===== src/rtl/if_fetch_queue.sv =====
// if_fetch_queue
//   Instruction-fetch stage between the PC unit and decode. Each accepted
//   fetch address is forwarded to instruction memory and allocated an entry
//   in an in-order queue; in-order memory responses fill those entries, and
//   the oldest filled entry is presented to decode as {id_pc, id_instr}.
//   A flush empties the queue and remembers how many memory responses are
//   still owed, so they are discarded when they eventually arrive.
//
// Ports
//   clk, rst_n        clock (posedge) and asynchronous active-low reset
//   pc_in/pc_valid    fetch address from the PC unit
//   pc_ready          fetch accepts pc_in this cycle
//   imem_req_valid    memory request valid (address = pc_in)
//   imem_req_ready    memory accepts the request
//   imem_req_addr     request address
//   imem_rsp_valid    in-order response, at most one per cycle, no backpressure
//   imem_rsp_data     fetched instruction
//   flush             redirect: drop all queued and in-flight fetches
//   id_valid/id_ready handshake to decode
//   id_pc, id_instr   delivered address/instruction pair (0 when not valid)
module if_fetch_queue #(
    parameter int DEPTH  = 4,
    parameter int ADDR_W = 32,
    parameter int DATA_W = 32
) (
    input  logic              clk,
    input  logic              rst_n,
    input  logic [ADDR_W-1:0] pc_in,
    input  logic              pc_valid,
    output logic              pc_ready,
    output logic              imem_req_valid,
    input  logic              imem_req_ready,
    output logic [ADDR_W-1:0] imem_req_addr,
    input  logic              imem_rsp_valid,
    input  logic [DATA_W-1:0] imem_rsp_data,
    input  logic              flush,
    output logic              id_valid,
    input  logic              id_ready,
    output logic [ADDR_W-1:0] id_pc,
    output logic [DATA_W-1:0] id_instr
);

    localparam int PTR_W = $clog2(DEPTH);
    localparam logic [PTR_W:0]   ONE     = {{PTR_W{1'b0}}, 1'b1};
    localparam logic [PTR_W+1:0] DEPTH_V = DEPTH[PTR_W+1:0];

    logic [ADDR_W-1:0] pc_q    [DEPTH];
    logic [DATA_W-1:0] instr_q [DEPTH];
    logic [DEPTH-1:0]  filled;

    // Pointers carry one extra wrap bit so full and empty are distinguishable.
    logic [PTR_W:0]   head, tail, rsp, drop_cnt;
    logic [PTR_W:0]   occ, unfilled, owed;
    logic [PTR_W+1:0] budget;
    logic [PTR_W-1:0] head_idx, tail_idx, rsp_idx;
    logic             credit, alloc, fill, drop, pop;

    assign head_idx = head[PTR_W-1:0];
    assign tail_idx = tail[PTR_W-1:0];
    assign rsp_idx  = rsp[PTR_W-1:0];

    assign occ      = tail - head;
    assign unfilled = tail - rsp;
    // Responses still owed by memory at a flush: stale ones plus live ones.
    assign owed     = drop_cnt + unfilled;

    // Entries promised to stale responses still consume credit, otherwise a
    // late stale response could land on top of a fresh allocation.
    assign budget = {1'b0, occ} + {1'b0, drop_cnt};
    assign credit = budget < DEPTH_V;

    assign imem_req_valid = pc_valid & credit & ~flush;
    assign pc_ready       = imem_req_ready & credit & ~flush;
    assign imem_req_addr  = pc_in;

    assign alloc = pc_valid & pc_ready;
    assign drop  = imem_rsp_valid & (drop_cnt != '0);
    assign fill  = imem_rsp_valid & (drop_cnt == '0) & (unfilled != '0);

    assign id_valid = filled[head_idx] & (occ != '0) & ~flush;
    assign id_pc    = id_valid ? pc_q[head_idx]    : '0;
    assign id_instr = id_valid ? instr_q[head_idx] : '0;
    assign pop      = id_valid & id_ready;

    always_ff @(posedge clk or negedge rst_n) begin
        if (!rst_n) begin
            head     <= '0;
            tail     <= '0;
            rsp      <= '0;
            drop_cnt <= '0;
            filled   <= '0;
        end else if (flush) begin
            head   <= '0;
            tail   <= '0;
            rsp    <= '0;
            filled <= '0;
            // A response arriving in the flush cycle is one of the owed ones
            // and is consumed here; the guard only matters for an orphan
            // response, which must not wrap the counter.
            if (imem_rsp_valid && (owed != '0)) begin
                drop_cnt <= owed - ONE;
            end else begin
                drop_cnt <= owed;
            end
        end else begin
            // alloc/fill/pop can never address the same slot in one cycle,
            // so the three filled[] updates are independent.
            if (alloc) begin
                filled[tail_idx] <= 1'b0;
                tail             <= tail + ONE;
            end
            if (fill) begin
                filled[rsp_idx] <= 1'b1;
                rsp             <= rsp + ONE;
            end
            if (pop) begin
                filled[head_idx] <= 1'b0;
                head             <= head + ONE;
            end
            if (drop) begin
                drop_cnt <= drop_cnt - ONE;
            end
        end
    end

    // Payload storage needs no reset: filled[] qualifies every read.
    always_ff @(posedge clk) begin
        if (alloc) begin
            pc_q[tail_idx] <= pc_in;
        end
        if (fill) begin
            instr_q[rsp_idx] <= imem_rsp_data;
        end
    end

endmodule


===== config.mk =====
export PLATFORM = sky130hd
export DESIGN_NAME = if_fetch_queue
export DESIGN_NICKNAME = d
export VERILOG_FILES = /design/src/rtl/if_fetch_queue.sv
export SDC_FILE = /design/constraint.sdc
export NUM_CORES = 1
export LEC_CHECK = 0
export CORE_AREA = 2 2 155 157
export DETAILED_ROUTE_END_ITERATION = 8
export DIE_AREA = 0 0 157 159
export GPL_TIMING_DRIVEN = 0
export PLACE_DENSITY = 0.75
export SLEW_MARGIN = 5
export SYNTH_ARGS = -nofsm -noshare
export SYNTH_HDL_FRONTEND = slang
export SYNTH_SLANG_ARGS = --single-unit

===== constraint.sdc =====
create_clock -name clk -period 4.5 [get_ports clk]
set_input_delay 1.35 -clock clk [delete_from_list [all_inputs] [get_ports clk]]
set_output_delay 1.35 -clock clk [all_outputs]
set_load 0.005 [all_outputs]

==> impl_metrics.ini, run 1 <==
[finish]
finalNonFillerCells = 1126
fin_nets = 884
utilization_pct = 62.04
areaGrowthSynthToFinish_pct = 28.09
diodes = 0
design_area_mm2 = 0.01439
final_layout_size_suffix_gt1_share_pct = 25.03

[cts]
cts-root-buf = clkbuf_16
clk_latency_ns = 0.53
cts_tree = built
clock_sinks = 272
cts_buffers = 27
cts.path.max_buffers = 3
htreeDepth = 1
clk_pin_slew_ns = 0.06

[timing]
period_share_pct = 97.70
setup_viol = 0
finalSetupTns_ns = 0
drv_slew = 0
tightest_slew_ns = 0.7984
holdWs_ns = 0.5583
relSlewSlack_pct = 46.69
fmaxAchievable_mhz = 227.5
clock_skew_ns = 0.02741
fin_crit_ns = 4.397
final-hold-violation-count = 0

[grt]
grtUsageTotal_pct = 18.09
globalRoute.totalOverflow = 0
antenna_found_initial = 0
grt_pass1_wl_um = 34510
grt_pass1_vias = 6354
grt_max_degree = 33

[detailed_routing]
vias = 5880
viasPerCell = 5.222
drt_iter0_drc = 283
drc = 0
drtPass1Iterations = 4
wl_um = 22160
drt.antenna.violating_nets = 0
avgRoutedWirePerCell_um = 19.68

[logic_synthesis]
yosysSeqAreaShare_pct = 72.01
synth_top_area_share_pct = 68.44
ys_warn_count = 0
netlist_instances = 574
synth-seq-cells = 272
syn-cell-area_mm2 = 0.01123
syn_avg_cell_area_um2 = 19.57
synth.top_cells.by_count = edfxtp_1, nor2b_1, mux4_2
yosys.area.top_type = edfxtp_1
synth.most_common_cell = edfxtp_1
synth_area_leaders = edfxtp_1, mux4_2, nor2b_1
synth_top_flop_cell = edfxtp_1
synth_cell_types = 38
async_flop_share_pct = 5.882
synth_edf_count = 256
syn_nets = 669

[pwr]
leakage_uw = 0.005248
p_per_area_mw_per_mm2 = 361.0
vdd_ir_drop_max_v = 0.0003222

[run]
cap_violations = 0

[floorplanning]
rows = 56
ios = 170
chipWidth_um = 157
die_h_um = 159
die_area_mm2 = 0.02496
initial_core_util_pct = 48.43
core-area_mm2 = 0.02319

[critical_path]
cp.required_ns = 3.15
critPathKind = reg -> out
r2r_end = pc_q[3][26]$_DFFE_PP_
reg2regPathDepth = 12
r2r-start = head[1]$_DFFE_PN0P_
rrSetupSlack_ns = 1.02
crit_arrival_ns = 3.05
critPathLaunchType = flop
critPathCaptureType = output port
worst-path-max-fanout = 10

[place]
dpl.cell_count = 1067
place_area_mm2 = 0.01342
gp_congestion = 0.8569
numPortBuffers = 169
post-dp-hpwl_um = 14300

[hold_path]
hold_path_class = reg -> reg
hold_end = rsp[2]$_DFFE_PN0P_
min_path_cells = 2
hold_start = rsp[2]$_DFFE_PN0P_

[status]
status = finished, final reports clean
[layer usage]
| layer | track usage [%] | up-vias | wire, um |
|---|---|---|---|
| met4 | 4.879 | 0 | 512 |
| met3 | 3.402 | 44 | 1305 |
| met1 | 22.92 | 3010 | 8821 |
| met5 | 0 | - | 0 |
| li1 | - | 2647 | - |
| met2 | 31.98 | 179 | 11520 |
[state kept, by name, indices dropped and copies added, names as in the netlist]
register,flops
filled,4
drop_cnt,3
pc_q,128
head,3
rsp,3
instr_q,128
tail,3
[critical path, stage by stage, from the launching register on]
cell,delay [ns]
dfrtp_2,0.43
buf_12,0.14
buf_12,0.14
clkinvlp_4,0.09
fa_2,0.45
nand2b_4,0.17
o21ai_2,0.19
nand2b_4,0.20
buf_8,0.16
buf_4,0.19
nor2b_1,0.08
dlygate4sd2_1,0.27
[power by group]
group | internal, uW | switching (uW)
combinational | 214 | 178
clock | 1100 | 863
sequential | 2810 | 25.7
total | 4130 | 1070
[kinds of logic after synthesis]
logic type               count (synthesis)  synth area share, %
AO/OA/AOI/OAI                           19                1.259
XOR/XNOR                                 7               0.8131
AND/OR/NAND/NOR                        102                5.380
multiplexers                            72                13.69
flip-flops                             272                72.01
adder cells (fa/ha/maj)                 24                2.874
buffers and inverters                   78                3.977
[worst max path at each step]
stage | endpoint | from | slack [ns]
floorplan | imem_req_valid | head[1]$_DFFE_PN0P_ | 0.09
global placement | imem_req_valid | head[1]$_DFFE_PN0P_ | -1.07
detailed placement | imem_req_valid | head[1]$_DFFE_PN0P_ | -1.21
CTS | id_instr[25] | head[1]$_DFFE_PN0P_ | -0.02
global route | id_instr[24] | head[1]$_DFFE_PN0P_ | -0.0004
finish | id_instr[2] | head[1]$_DFFE_PN0P_ | 0.10
[stage by stage]
step / setup WS [ns] / power (uW)
after floorplan: 0.09063 / 3077
after global placement: -1.068 / 3230
after detailed placement: -1.213 / 3266
after CTS: -0.01649 / 5247
after global routing: -0.0003777 / 5383
final: 0.1034 / 5193
[final cells by class]
type / count / area [um2]
fill: 1647 / 8805
sequential: 272 / 8089
multi-input combinational: 224 / 2793
timing repair buffer: 186 / 1831
clock buffer: 36 / 709.4
buffer: 55 / 416.7
tap: 319 / 399.1
inverter: 23 / 90.09
clock inverter: 11 / 60.06
[repair_timing]
| action | 4_1_cts | 5_1_grt |
|---|---|---|
| pin swaps | 5 | 0 |
| hold buffers | 0 | 0 |
| gates cloned | 1 | 0 |
| setup endpoints to repair | 195 | 24 |
| resized for setup | 91 | 17 |
| buffers inserted | 10 | 1 |
[cells in the final DEF, fill, tap and decap left out, types with 3 or more instances in the layout]
| cell type | n |
|---|---|
| clkinv_1 | 4 |
| buf_2 | 8 |
| edfxtp_1 | 256 |
| dlymetal6s2s_1 | 11 |
| clkbuf_16 | 27 |
| mux4_2 | 65 |
| clkbuf_1 | 16 |
| nor2b_1 | 51 |
| buf_12 | 5 |
| a21oi_1 | 5 |
| buf_8 | 4 |
| nor2b_2 | 15 |
| and3_1 | 3 |
| buf_4 | 46 |
| clkinv_2 | 4 |
| inv_2 | 5 |
| dlygate4sd2_1 | 53 |
| mux2_2 | 3 |
| nand3_1 | 3 |
| inv_1 | 17 |
| nor2_1 | 8 |
| mux2i_1 | 4 |
| nand2_1 | 4 |
| and2_2 | 3 |
| ha_1 | 20 |
| nand4_1 | 4 |
| dfrtp_1 | 15 |
| clkdlybuf4s50_1 | 105 |
| xnor2_1 | 4 |
| a32oi_1 | 4 |
(Power assumes the default switching activity.)
==> inputs of run 2 (changes only) <==
--- a/config.mk
+++ b/config.mk
@@ -6,11 +6,11 @@
 export NUM_CORES = 1
 export LEC_CHECK = 0
 export CORE_AREA = 2 2 155 157
+export CTS_BUF_LIST = sky130_fd_sc_hd__clkbuf_16
 export DETAILED_ROUTE_END_ITERATION = 8
 export DIE_AREA = 0 0 157 159
 export GPL_TIMING_DRIVEN = 0
 export PLACE_DENSITY = 0.75
-export SLEW_MARGIN = 5
 export SYNTH_ARGS = -nofsm -noshare
 export SYNTH_HDL_FRONTEND = slang
 export SYNTH_SLANG_ARGS = --single-unit
==> impl_metrics.ini, run 2 (same netlist as run 1, synthesis figures left out) <==
[status]
status = finished, final reports clean

[critical_path]
r2r_end = pc_q[3][18]$_DFFE_PP_
rrSetupSlack_ns = 1.02
r2r-start = head[1]$_DFFE_PN0P_
cp.required_ns = 3.15
critPathLaunchType = input pin
critPathKind = in -> out
critPathCaptureType = output port
reg2regPathDepth = 12
crit_arrival_ns = 3.06
worst-path-max-fanout = 10

[cts]
clk_latency_ns = 0.53
cts.path.max_buffers = 3
cts_buffers = 27
cts-root-buf = clkbuf_16
htreeDepth = 1
hold_buffers = 0
clk_pin_slew_ns = 0.06
clock_sinks = 272
cts_tree = built

[pwr]
p_sw_share_pct = 20.67
vdd_ir_drop_max_v = 0.0003022
clkPwrFrac_pct = 40.4
seq_power_share_pct = 52.4
combPwrFrac_pct = 7.2
leakage_uw = 0.005468
p_per_area_mw_per_mm2 = 371.7
p_switching_uw = 1118
p_int_uw = 4293

[timing]
final-hold-violation-count = 0
relSlewSlack_pct = 39.02
drv_slew = 0
fin_crit_ns = 4.408
setup_viol = 0
fmaxAchievable_mhz = 226.9
holdWs_ns = 0.5605
clock_skew_ns = 0.009481
period_share_pct = 97.96
worst_slack_ns = 0.09192
tightest_slew_ns = 0.9147

[hold_path]
min_path_cells = 2
hold_start = rsp[2]$_DFFE_PN0P_
hold_end = rsp[2]$_DFFE_PN0P_
hold_path_class = reg -> reg

[finish]
diodes = 0
final_layout_size_suffix_gt1_share_pct = 24.75
reg.largest.list = instr_q: 128 flops, pc_q: 128 flops, filled: 4 flops
mostFrequentLayoutCells = edfxtp_1, clkdlybuf4s50_1, mux4_2
finalNonFillerCells = 1127
layout_commonest_cell = edfxtp_1
fin_nets = 883
areaGrowthSynthToFinish_pct = 29.62

[grt]
grtUsageTotal_pct = 18.52
grt_pass1_wl_um = 35310
grt_pass1_vias = 6374
antenna_found_initial = 0
grt_max_degree = 33
globalRoute.totalOverflow = 0

[place]
numPortBuffers = 169
dpl.cell_count = 1067
gp_congestion = 0.8569
post-dp-hpwl_um = 14510
preCtsSetupSlack_ns = -1.213

[floorplanning]
ios = 170
chipWidth_um = 157
die_area_mm2 = 0.02496
die_h_um = 159
core-area_mm2 = 0.02319
initial_core_util_pct = 48.43
rows = 56

[detailed_routing]
avgRoutedWirePerCell_um = 20.09
viasPerCell = 5.192
vias = 5851
drc = 0
drtPass1Iterations = 4
drt_iter0_drc = 363
wl_um = 22640
drt.antenna.violating_nets = 0

[run]
cap_violations = 0
run 2: area by class of cell:
class,instances,area [um2]
plain buffers,55,407.9
clock buffers,27,675.6
clock inverters,22,198.9
fillers,1614,8633
inverters,23,86.33
multi-input cells,224,2770
flip-flops and latches,272,8090
well taps,319,399.1
repair buffers,185,1931
run 2: power by group through the flow:
stage	combinational [uW]	clock (uW)	sequential, uW
4_1_cts	394	2220	2840
5_1_grt	437	2330	2840
6_report	391	2180	2840
3_5_place_dp	378	0	2890
3_3_place_gp	345	0	2880
2_1_floorplan	197	0	2880
run 2: worst max-delay path by stage:
stage | from | to | cells after the start
6_report | flush | id_instr[10] | 7
2_1_floorplan | head[1]$_DFFE_PN0P_ | imem_req_valid | 8
4_1_cts | head[1]$_DFFE_PN0P_ | id_pc[29] | 11
3_3_place_gp | head[1]$_DFFE_PN0P_ | imem_req_valid | 9
5_1_grt | head[1]$_DFFE_PN0P_ | id_instr[27] | 10
3_5_place_dp | head[1]$_DFFE_PN0P_ | pc_ready | 9
run 2: what timing repair did:
item	4_1_cts	5_1_grt
gates cloned	1	0
buffers inserted	9	1
endpoints found under the setup margin	195	38
pin swaps	4	0
resized for setup	56	34
run 2: metal layers:
layer  global-route usage [%]  up-vias  part of all wire [%]
met2                    32.52      204                    52
met3                    3.484       34                   5.9
met5                        0        -                     0
met4                    4.420        0                   2.1
met1                    23.93     2961                    40
li1                         -     2652                     -
run 2: through the flow:
stage | util (%) | setup TNS, ns | power (uW) | area (um2)
after floorplan | - | 0 | 3077 | 11230
after global placement | 57.45 | -160.38 | 3230 | 13320
after detailed placement | 58.03 | -111.36 | 3267 | 13460
after CTS | 62.37 | 0 | 5451 | 14470
after global routing | 62.78 | -0.02641 | 5606 | 14560
final | 62.78 | 0 | 5411 | 14560
run 2: critical path, stage by stage:
cell	delay, ns
clkdlybuf4s50_1	0.55
inv_2	0.16
nand2b_4	0.08
buf_6	0.16
buf_8	0.15
nor2b_1	0.10
clkdlybuf4s50_1	0.50
